[src/rtl/pe_pkg.sv]
// Shared types and helpers for the PE stream datapath.
//   pe_mux_mode_e : runtime select mode for pe_stream_mux
//   idx_wrap_inc  : modulo-n increment used by the RR pointer and arbiter scan
package pe_pkg;

  typedef enum logic {
    PE_MUX_FIXED = 1'b0,
    PE_MUX_RR    = 1'b1
  } pe_mux_mode_e;

  function automatic int unsigned idx_wrap_inc(input int unsigned idx,
                                               input int unsigned n);
    return (idx + 1 >= n) ? 0 : idx + 1;
  endfunction

endpackage

[src/rtl/pe_rr_arbiter.sv]
// Rotating-priority arbiter, purely combinational.
//   req     : request vector, one bit per channel
//   ptr     : channel with highest priority this cycle
//   gnt_idx : first requesting channel scanning ptr, ptr+1, ..., wrapping
//   gnt_vld : any request present
module pe_rr_arbiter
  import pe_pkg::*;
#(
  parameter int SEL_WIDTH = 3,
  localparam int N_IN     = 2 ** SEL_WIDTH
) (
  input  logic [N_IN-1:0]      req,
  input  logic [SEL_WIDTH-1:0] ptr,
  output logic [SEL_WIDTH-1:0] gnt_idx,
  output logic                 gnt_vld
);

  logic [SEL_WIDTH-1:0] cur;

  always_comb begin
    gnt_idx = '0;
    gnt_vld = 1'b0;
    cur     = ptr;
    for (int k = 0; k < N_IN; k++) begin
      if (!gnt_vld && req[cur]) begin
        gnt_vld = 1'b1;
        gnt_idx = cur;
      end
      cur = SEL_WIDTH'(idx_wrap_inc(int'(cur), N_IN));
    end
  end

endmodule

[src/rtl/pe_stream_mux.sv]
// Registered N-to-1 stream multiplexer with per-channel valid/ready.
//   clk, rst         : clock, synchronous active-high reset
//   in_data/in_valid : per-channel beats; in_ready is combinational
//   mode, sel        : FIXED (take channel sel) or RR (rotating priority)
//   out_data/out_src : registered beat and the channel it came from
//   out_valid/ready  : one-deep output register handshake
module pe_stream_mux
  import pe_pkg::*;
#(
  parameter int WIDTH     = 8,
  parameter int SEL_WIDTH = 3,
  localparam int N_IN     = 2 ** SEL_WIDTH
) (
  input  logic                 clk,
  input  logic                 rst,
  input  logic [WIDTH-1:0]     in_data [0:N_IN-1],
  input  logic [N_IN-1:0]      in_valid,
  output logic [N_IN-1:0]      in_ready,
  input  logic                 mode,
  input  logic [SEL_WIDTH-1:0] sel,
  output logic [WIDTH-1:0]     out_data,
  output logic [SEL_WIDTH-1:0] out_src,
  output logic                 out_valid,
  input  logic                 out_ready
);

  pe_mux_mode_e         mode_e;
  logic [SEL_WIDTH-1:0] ptr_q, ptr_d;
  logic [SEL_WIDTH-1:0] rr_idx, grant;
  logic                 rr_vld, grant_vld;
  logic                 load_en, xfer;
  logic [WIDTH-1:0]     data_q;
  logic [SEL_WIDTH-1:0] src_q;
  logic                 vld_q;

  assign mode_e = pe_mux_mode_e'(mode);

  pe_rr_arbiter #(.SEL_WIDTH(SEL_WIDTH)) u_arb (
    .req     (in_valid),
    .ptr     (ptr_q),
    .gnt_idx (rr_idx),
    .gnt_vld (rr_vld)
  );

  always_comb begin
    if (mode_e == PE_MUX_RR) begin
      grant     = rr_idx;
      grant_vld = rr_vld;
    end else begin
      grant     = sel;
      grant_vld = in_valid[sel];
    end
  end

  // Register can take a new beat when empty or draining this edge.
  assign load_en = !vld_q || out_ready;
  assign xfer    = load_en && grant_vld && !rst;

  always_comb begin
    in_ready = '0;
    if (xfer) in_ready[grant] = 1'b1;
  end

  // Only RR transfers advance the pointer; FIXED traffic leaves it alone.
  assign ptr_d = (xfer && mode_e == PE_MUX_RR) ?
                 SEL_WIDTH'(idx_wrap_inc(int'(grant), N_IN)) : ptr_q;

  always_ff @(posedge clk) begin
    if (rst) begin
      data_q <= '0;
      src_q  <= '0;
      vld_q  <= 1'b0;
      ptr_q  <= '0;
    end else begin
      ptr_q <= ptr_d;
      if (xfer) begin
        data_q <= in_data[grant];
        src_q  <= grant;
        vld_q  <= 1'b1;
      end else if (out_ready) begin
        vld_q  <= 1'b0;
      end
    end
  end

  assign out_data  = data_q;
  assign out_src   = src_q;
  assign out_valid = vld_q;

endmodule

[config.mk]
export PLATFORM = sky130hd
export DESIGN_NAME = pe_stream_mux
export DESIGN_NICKNAME = d
export VERILOG_FILES = /design/src/rtl/pe_pkg.sv /design/src/rtl/pe_rr_arbiter.sv /design/src/rtl/pe_stream_mux.sv
export SDC_FILE = /design/constraint.sdc
export NUM_CORES = 1
export LEC_CHECK = 0
export ABC_AREA = 1
export CORE_UTILIZATION = 44
export DETAILED_ROUTE_END_ITERATION = 10
export PLACE_DENSITY = 0.82
export SLEW_MARGIN = 20
export SYNTH_ARGS = -nofsm -noshare
export SYNTH_HDL_FRONTEND = slang
export SYNTH_SLANG_ARGS = --single-unit
[constraint.sdc]
create_clock -name clk -period 4.7 [get_ports clk]
set_clock_uncertainty 0.2 [all_clocks]
set_input_delay 0.94 -clock clk [delete_from_list [all_inputs] [get_ports clk]]
set_output_delay 0.94 -clock clk [all_outputs]
set_load 0.05 [all_outputs]
==> flow_summary_export.csv <==
group,metric,value,unit
outcome,status,"complete, no violations",
clock_tree,clockBufferDepth,2,
clock_tree,cts_tree,"built",
worst_setup_path,crit_path_start_kind,"input port",
finish,drive_gt1_share,16.5,%
sta,hold_violations,0,
grt,antenna_found_initial,0,
yosys,ys_ff_latch,15,
power_and_ir_drop,combinationalPowerShare,73.9,%
detailed_routing,drt-vias-per-instance,5.12,
detailed_routing,wl_per_cell,13.1,µm
yosys,yosysWarnings,0,
worst_setup_path,ff2ff_path_depth,27,
clock_tree,worstSkewPairLatency,0.26,ns
clock_tree,cts.hold.buffers_added,0,
yosys,postSynth.topFlopCell,"dfxtp_1",
yosys,synthesis.area_per_instance,5.33,µm²
hold_path,hold_path_class,"reg -> reg",
finish,finalInstanceArea,3710,µm²
sta,slew_viol_final,0,
sta,worst_slew_pin_slew,0.567,ns
worst_setup_path,reg2reg_from,"ptr_q[1]$_SDFFE_PP0P_",
worst_setup_path,crit_start,"in_valid[4]",
power_and_ir_drop,vdd.ir_drop.worst,0.000144,V
power_and_ir_drop,p_seq_share,15.1,%
grt,grt_pass1_wl,13.3,mm
detailed_routing,firstDrtPassIters,4,
yosys,top_cells_by_instance_count_after_synthesis,"nand2_1 (173), nand3_1 (84), nor2_1 (41)",
yosys,yosys.area.top_type,"nand2_1",
worst_setup_path,worst_r2r_endpoint,"out_data[2]$_SDFFE_PP0P_",
sta,final.period_utilization,96.1,%
job,cap_violations,0,
yosys,synth_area_leaders,"nand2_1 (27%), nand3_1 (17%), dfxtp_1 (12%)",
sta,max_slew_headroom_at_the_worst_pin,62.1,%
sta,finalSetupTns,0,ns
floorplanning,dieArea,5820,µm²
grt,maximum_number_of_pins_on_one_net_before_global_route_repair,35,
sta,max_clock_freq,0.221,GHz
yosys,synth_cells,455,
clock_tree,htree_levels,1,
power_and_ir_drop,pwr_density_cell,270,nW/µm²
power_and_ir_drop,clkPwrFrac,11.0,%
hold_path,min_to,"out_valid$_SDFFE_PP0P_",
placement,dp_hpwl,6.79,mm
yosys,synth_cell_type_count,31,
worst_setup_path,cp.required,3.56,ns
finish,num-nets-final,645,
detailed_routing,route.final.wire_length,8.23,mm
detailed_routing,antenna_left,0,
yosys,synth_top_cell_area_share,26.8,%
sta,finalSetupViolations,0,
yosys,synth-edff-count,0,
clock_tree,cts_root_buffer,"clkbuf_8",
clock_tree,tritoncts_num_sinks,15,
grt,grt_pass1_vias,2981,
clock_tree,numCtsBuffers,3,
worst_setup_path,crit_arrival,3.38,ns
finish,num_antenna_cells,0,
finish,fillerInstances,480,
sta,min_period,4.52,ns
yosys,synthesis.area,2430,µm²
clock_tree,cts.clk_slew.worst_paths,0.07,ns
finish,area_growth_syn_to_layout,53.0,%
placement,port-buffer-count,98,
power_and_ir_drop,cell_internal_pwr,485,µW
detailed_routing,vias,3218,
worst_setup_path,timing.setup.critical_path_class,"in -> out",
power_and_ir_drop,net_switching_power,516,µW
grt,grtUsageTotal,27.9,%
yosys,post-synth-top-count-cell,"nand2_1",
placement,detailed_place.area,3590,µm²
hold_path,worstHoldPathCells,2,
floorplanning,fp.dieW,76.3,µm
hold_path,hold_start,"out_valid$_SDFFE_PP0P_",
floorplanning,placeableCoreArea,5200,µm²
floorplanning,dieHeight,76.3,µm
worst_setup_path,setup.reg_to_reg.worst_slack,1.06,ns
worst_setup_path,crit_path_max_fanout,5,
power_and_ir_drop,switching_share,51.5,%
placement,place_congestion,0.896,
floorplanning,pin_count,99,
detailed_routing,remaining_drc_errors,0,
yosys,register_area_share_after_synthesis,12.4,%
yosys,synth-async-reset-ratio,0,%
floorplanning,floorplan.rows,26,
yosys,mappedNetlistNets,540,
worst_setup_path,setup.worst_path.end_class,"output port",
floorplanning,start_util,46.6,%
power_and_ir_drop,power_leakage,0.00184,µW
grt,overflow,0,
detailed_routing,initialDrtViolationCount,183,
-- metal layers --
metal  GRT usage (%)  up-vias  wire [µm]
met5               0        -          0
met4            11.2        0        287
met3            4.31       24        522
met2            49.5      123       3910
met1            33.4     1408       3510
li1                -     1663          -
-- logic make-up (layout without fill, tap and decap cells) --
logic type	Yosys count	after routing	synth area share [%]
adder cells (fa/ha/maj)	6	6	3.09
buffers and inverters	63	167	12.8
AND/OR/NAND/NOR	330	330	62.0
flip-flops	15	15	12.4
AO/OA/AOI/OAI	41	41	9.69
-- cell usage in the layout (no fill, tap or decap), drive strengths merged --
master	netlist	layout
nand4	3	3
clkinv	3	4
nor3	1	1
dfxtp	15	15
buf	12	28
clkbuf	6	3
nand3b	1	1
o211ai	2	2
nand2	187	187
o21ai	26	26
a31oi	1	1
clkdlybuf4s50	0	87
a21oi	11	11
nor2	48	48
nand3	90	90
inv	42	42
a32o	1	1
ha	6	6
dlymetal6s2s	0	3
-- power groups by stage --
stage / combinational (µW) / sequential, µW / clock, µW
after floorplan: 442 / 198 / 0
after global placement: 705 / 153 / 0
after detailed placement: 708 / 154 / 0
after CTS: 711 / 151 / 108
after global routing: 810 / 152 / 118
final: 740 / 151 / 111
-- sequential cells by signal (all words and copies together), names as in the netlist --
name       cells
ptr_q          3
out_data       8
out_src        3
out_valid      1
-- cell type report --
cell class	instances	area [µm²]	area share, %
multi-input cells	377	1890	50.8
repair buffers	118	1220	32.8
flip-flops and latches	15	302	8.12
inverters	45	171	4.62
well taps	70	87.6	2.36
clock buffers	3	41.3	1.11
clock inverters	1	5.00	0.135
-- critical path, stage by stage --
cell and delay, ns:
clkdlybuf4s50_1 0.54, nand2_2 0.11, nand3_1 0.10, nand2_2 0.07, nand2_1 0.07, nand2_2 0.09, buf_4 0.15, nand3_1 0.09
nor2_2 0.05, nor2_1 0.12, nand2_1 0.10, a21oi_2 0.18, nand2_4 0.07, nand2_4 0.06, inv_2 0.05, nor2_1 0.14
inv_2 0.10, nor2_2 0.19, buf_12 0.16
-- through the flow --
stage	hold WS [ns]	std cells	total power, µW	utilization, %	worst slack, ns
6_report	0.333	629	1000	71.3	0.185
5_1_grt	0.362	629	1080	71.3	-0.0534
4_1_cts	0.331	627	970	69.8	0.0336
3_5_place_dp	0.313	623	862	68.9	0.120
3_3_place_gp	0.301	623	858	68.9	0.173
2_1_floorplan	0.369	455	640	-	-0.109
-- worst max-delay path by stage --
stage | to | slack [ns]
4_1_cts | in_ready[1] | 0.03
3_5_place_dp | in_ready[1] | 0.12
6_report | in_ready[0] | 0.18
3_3_place_gp | in_ready[1] | 0.17
2_1_floorplan | in_ready[0] | -0.11
5_1_grt | in_ready[0] | -0.05
-- repair_timing --
| item | in CTS | in global routing |
|---|---|---|
| resized for setup | 0 | 20 |
| setup buffers | 0 | 2 |
| setup endpoints to repair | 0 | 8 |
(Power assumes the default switching activity.)
